**config.mk**
```make
export PLATFORM = sky130hd
export DESIGN_NAME = dmem_responder
export DESIGN_NICKNAME = d
export VERILOG_FILES = /design/src/rtl/riscv_mem_pkg.sv /design/src/rtl/mem_array_be.sv /design/src/rtl/dmem_responder.sv
export SDC_FILE = /design/constraint.sdc
export NUM_CORES = 2
export LEC_CHECK = 0
export BUFFER_PORTS_ARGS = -buffer_cell sky130_fd_sc_hd__buf_2
export CORE_MARGIN = 2
export CORE_UTILIZATION = 65
export CTS_CLUSTER_SIZE = 16
export DETAILED_ROUTE_END_ITERATION = 10
export PLACE_DENSITY_LB_ADDON = 0.12
export SLEW_MARGIN = 20
export SYNTH_ARGS = -nofsm -noshare
export SYNTH_HDL_FRONTEND = slang
export SYNTH_SLANG_ARGS = --single-unit
```
**constraint.sdc**
```tcl
create_clock -name clk -period 7.9 [get_ports clk]
set_input_delay 0.79 -clock clk [delete_from_list [all_inputs] [get_ports clk]]
set_output_delay 0.79 -clock clk [all_outputs]
set_load 0.05 [all_outputs]
```
**src/rtl/riscv_mem_pkg.sv**
```systemverilog
// Shared types for the data-memory responder.
//   dmem_state_e : responder FSM states
//   WORD_BYTES   : bytes per array word (also the number of byte lanes)
//   mem_req_t    : one captured load/store request
package riscv_mem_pkg;

   typedef enum logic [1:0] {IDLE, WAIT, RESP} dmem_state_e;

   localparam int WORD_BYTES = 4;

   typedef struct packed {
      logic                      we;
      logic [31:0]               addr;
      logic [31:0]               wdata;
      logic [WORD_BYTES-1:0]     be;
   } mem_req_t;

endpackage

```
**src/rtl/mem_array_be.sv**
```systemverilog
// DEPTH x 32 storage with synchronous byte-lane writes and combinational read.
// Ports:
//   clk : write clock
//   we  : write strobe; each lane is written only when its be bit is also set
//   be  : per-byte lane enables
//   idx : word index, shared by read and write
//   wd  : write data
//   rd  : read data at idx (combinational)
module mem_array_be
   import riscv_mem_pkg::*;
#(
   parameter int DEPTH = 64,
   parameter int IW    = $clog2(DEPTH)
) (
   input  logic                  clk,
   input  logic                  we,
   input  logic [WORD_BYTES-1:0] be,
   input  logic [IW-1:0]         idx,
   input  logic [31:0]           wd,
   output logic [31:0]           rd
);

   // Each byte lane is its own array so a partial store touches only the
   // enabled lanes.
   for (genvar i = 0; i < WORD_BYTES; i++) begin : g_lane
      logic [7:0] lane [DEPTH];

      always_ff @(posedge clk) begin
         if (we && be[i]) lane[idx] <= wd[8*i +: 8];
      end

      assign rd[8*i +: 8] = lane[idx];
   end

endmodule

```
**src/rtl/dmem_responder.sv**
```systemverilog
// Memory end of the data-memory valid/ready interface, with a fixed number of
// wait states, byte-lane stores and misaligned/out-of-range error reporting.
// Ports:
//   clk, reset            : clock; asynchronous active-high reset
//   req_valid / req_ready : request handshake (accepted only in IDLE)
//   req_we, req_addr,
//   req_wdata, req_be     : request payload (be used for stores only)
//   rsp_valid / rsp_ready : response handshake (held in RESP until consumed)
//   rsp_rdata, rsp_err    : load data (0 for stores/errors), error flag
module dmem_responder
   import riscv_mem_pkg::*;
#(
   parameter int          DEPTH     = 64,
   parameter int          LATENCY   = 2,
   parameter logic [31:0] BASE_ADDR = 32'h0
) (
   input  logic        clk,
   input  logic        reset,
   input  logic        req_valid,
   output logic        req_ready,
   input  logic        req_we,
   input  logic [31:0] req_addr,
   input  logic [31:0] req_wdata,
   input  logic [3:0]  req_be,
   output logic        rsp_valid,
   input  logic        rsp_ready,
   output logic [31:0] rsp_rdata,
   output logic        rsp_err
);

   localparam int          IW   = $clog2(DEPTH);
   localparam logic [32:0] SPAN = 33'(WORD_BYTES * DEPTH);

   dmem_state_e   state, state_nxt;
   logic [3:0]    cnt;
   mem_req_t      req_q, cur;
   logic          accept, enter_resp, err, mem_we;
   logic [32:0]   off;
   logic [IW-1:0] idx;
   logic [31:0]   rd;

   assign accept = req_valid && req_ready;

   // With zero wait states the access happens on the accept edge itself, so
   // in IDLE the live request is used rather than the capture register.
   always_comb begin
      cur = req_q;
      if (state == IDLE) begin
         cur.we    = req_we;
         cur.addr  = req_addr;
         cur.wdata = req_wdata;
         cur.be    = req_be;
      end
   end

   // 33-bit offset: a borrow (addr below base) lands above SPAN, so one
   // compare covers both ends of the window.
   assign off = {1'b0, cur.addr} - {1'b0, BASE_ADDR};
   assign err = (cur.addr[1:0] != 2'b00) || (off >= SPAN);
   assign idx = off[IW+1:2];

   assign enter_resp = (state == IDLE && accept && LATENCY == 0) ||
                       (state == WAIT && cnt == 4'd0);
   // Reset gating keeps an aborted transaction from committing its store.
   assign mem_we     = enter_resp && cur.we && !err && !reset;

   mem_array_be #(.DEPTH(DEPTH)) u_mem (
      .clk (clk),
      .we  (mem_we),
      .be  (cur.be),
      .idx (idx),
      .wd  (cur.wdata),
      .rd  (rd)
   );

   // FSM: state register
   always_ff @(posedge clk or posedge reset) begin
      if (reset) state <= IDLE;
      else       state <= state_nxt;
   end

   // FSM: next state
   always_comb begin
      state_nxt = state;
      unique case (state)
         IDLE:    if (accept) state_nxt = (LATENCY == 0) ? RESP : WAIT;
         WAIT:    if (cnt == 4'd0) state_nxt = RESP;
         RESP:    if (rsp_ready) state_nxt = IDLE;
         default: state_nxt = IDLE;
      endcase
   end

   // FSM: outputs
   always_comb begin
      req_ready = (state == IDLE);
      rsp_valid = (state == RESP);
   end

   // Request capture and wait counter
   always_ff @(posedge clk or posedge reset) begin
      if (reset) begin
         req_q <= '0;
         cnt   <= '0;
      end else if (state == IDLE) begin
         if (accept) begin
            req_q <= cur;
            cnt   <= 4'(LATENCY - 1);
         end
      end else if (state == WAIT && cnt != 4'd0) begin
         cnt <= cnt - 4'd1;
      end
   end

   // Response registers load once, on entry to RESP, and hold until the
   // next access.
   always_ff @(posedge clk or posedge reset) begin
      if (reset) begin
         rsp_rdata <= '0;
         rsp_err   <= 1'b0;
      end else if (enter_resp) begin
         rsp_err   <= err;
         rsp_rdata <= (err || cur.we) ? 32'h0 : rd;
      end
   end

endmodule
```
==> run summary <==
status - finished clean
CTS Root Cell - clkbuf_16
DPL Wire Length - 142 mm
Vias per Instance - 7.29
DRT iter0 DRCs - 10400
maxcap violations - 0
Worst-path clk slew - 0.06 ns
Synth area leaders - edfxtp_1, o22ai_1, nand2_1, dfrtp_1, nor3_1
vias in the first global route - 53400
met2 GRT Util - 59.6%
later-pin clock latency in the skew report - 0.84 ns
Leak - 30.2 nW
Starting Density - 65.5%
most frequent cell after synthesis - edfxtp_1
final instance area - 91900 um^2
Tot Pwr - 36.9 mW
main combinational cell family by area after synthesis - simple AND/OR/NAND/NOR gates
Initial DRT Pass Iterations - 7
total negative setup slack - 0 ns
Mapped Area - 82100 um^2
unrepaired setup endpoints after global routing - no
die width - 359 um
core box area - 125000 um^2
CP startpoint kind - flop
Final Setup Violations - 0
PD cells - 401 nW/um^2
area share of the largest cell type after synthesis - 74.9%
instance count of the mapped netlist - 5694
total CTS buffers - 203
area share of fa/ha/maj cells after synthesis - 0.0305%
Post-synth EDFFs - 2048
CTS Sinks - 2156
total track usage - 39.7%
Synth Net Count - 5769
Peak Freq - 0.205 GHz
met3 usage - 10.3%
placer's final routability congestion estimate - 0.928
Critical Path RT - 8.33 ns
leading area contributor after synthesis - edfxtp_1
Hold Path Class - in2async
Final period util - 61.6%
TritonCTS clock tree - built
Reg2Reg Launch Point - state[1]
Fin Clk Skew - 0.0322 ns
DRC errors left - 0
async set or reset register ratio after synthesis - 5.01%
wire length per cell - 33.8 um
Commonest cells post-synth - edfxtp_1, nand2_1, o22ai_1
Compound-Gate Fraction of Synth Area - 9.55%
total number of vias - 55600
placed cell area - 85000 um^2
Max Slew Vio Count - 0
min cycle time layout - 4.87 ns
count of cell types in the netlist - 67
cts hold-fix bufs - 0
Clock Path Buffers - 3
Die Height - 359 um
Congestion Overflow GR - 0
nets - 5874
postcts setup bufs - 0
sequential fraction of the synthesis area - 78.2%
die area - 129000 um^2
Critical Path Fanout Max - 47
crit path launch - state[1]
pin count of the biggest net entering global routing - 121
Setup CP Type - reg2reg
share of layout cells above drive strength 1 - 12.2%
Synth Warn # - 0
PortBufs - 107
Routed Antenna Nets - 0
VDD IR max - 0.000649 V
Global Route met1 Usage - 54.0%
Synth Area in Simple Gates - 9.82%
Main synth FF type - edfxtp_1
worst slew pin tran - 1.25 ns
post-synthesis xor/xnor area fraction - 0.0213%
global-route wire length before repair - 369 mm
CTS H-Tree Depth - 4
Area Growth Syn to Fin - 11.9%
CTS resizes - 0
Core Rows - 130
GR peak layer - met2
Critical Path AT - 5.30 ns
initial antenna violation count - 8
io pins - 108
Synth Register Bits - 2156
slew margin rel. - 15.8%
mux share of post-synthesis cell area - 0.408%
final WL - 258 mm
Hold Fails Final Rpt - 0
Mapped Avg Cell Area - 14.4 um^2
CP endpoint kind - flop
## layout by cell type, fill, tap and decap left out, types with 45 or more instances in the layout
cell       instances
nand3_1          139
nand2_2           45
edfxtp_1        2048
nor3_1           268
buf_4            176
a21oi_1          269
o22ai_1          555
clkbuf_1          47
dfrtp_1          108
nor4_1           110
clkbuf_16        211
a31oi_1          113
nor2_1           381
o21ai_0           54
buf_2            107
o221ai_1          51
nand2_1          809
## logic make-up (layout without fill, tap and decap cells)
family | Yosys count | after routing
flip-flops | 2156 | 2156
AND/OR/NAND/NOR | 1872 | 1872
AO/OA/AOI/OAI | 1229 | 1229
buffers and inverters | 401 | 683
multiplexers | 32 | 32
adder cells (fa/ha/maj) | 2 | 2
XOR/XNOR | 2 | 2
other | 0 | 8
## through the flow
stage | util [%] | hold slack [ns] | setup slack [ns] | std cells
finish | 73.2 | 0.153 | 3.03 | 7634
global route | 73.2 | 0.159 | 2.92 | 7626
CTS | 73.1 | 0.127 | 2.97 | 7626
detailed placement | 67.8 | 0.462 | 3.01 | 7244
global placement | 67.8 | 0.456 | 2.32 | 7243
floorplan | - | 0.445 | 4.26 | 5694
## where the power goes
part | switching [mW] | leakage (nW) | total [mW] | internal, mW
Combinational | 9.55 | 7.02 | 11.9 | 2.37
Sequential | 0.215 | 19.9 | 15.2 | 15.0
Clock | 4.20 | 3.27 | 9.75 | 5.55
Total | 14.0 | 30.2 | 36.9 | 22.9
## worst max-delay path: stages, from the launching register on
cell     delay, ns
dfrtp_1       0.51
or2_2         0.37
buf_4         0.33
o31ai_1       0.91
nand2_2       0.85
buf_4         0.56
nor3_1        0.89
## registers in the layout, indices dropped and copies added (netlist names)
signal,flops
cnt,4
rsp_rdata,32
rsp_err,1
u_mem.g_lane.lane,2048
state,2
req_q,69
## final timing paths
path / to / slack, ns / cells after the start
min in group clk: req_q[50] / 0.16 / 3
min: rsp_rdata[26] / 0.15 / 2
max: u_mem.g_lane[1].lane[49][7] / 3.03 / 6
max reg2reg: u_mem.g_lane[1].lane[49][7] / 3.03 / 6
min reg2reg: req_q[22] / 0.48 / 2
max in group asynchronous: rsp_rdata[4] / 6.58 / 3
## cell type report
type                       count  area [um^2]
antenna                        8         20.0
clock buffer                 281         5770
clock inverter               101          883
fill                        7760        33600
inverter                       7         31.3
multi-input combinational   3137        16800
sequential                  2156        64200
tap                         1650         2060
timing repair buffer         294         2080
## routing by layer
layer  up-vias  share of wire (%)
met5         -              0.033
met4        14                6.4
met3      1025                 15
met2      5251                 45
met1     27000                 34
li1      22400                  -
Note: power is estimated with default switching activity, not from simulation.
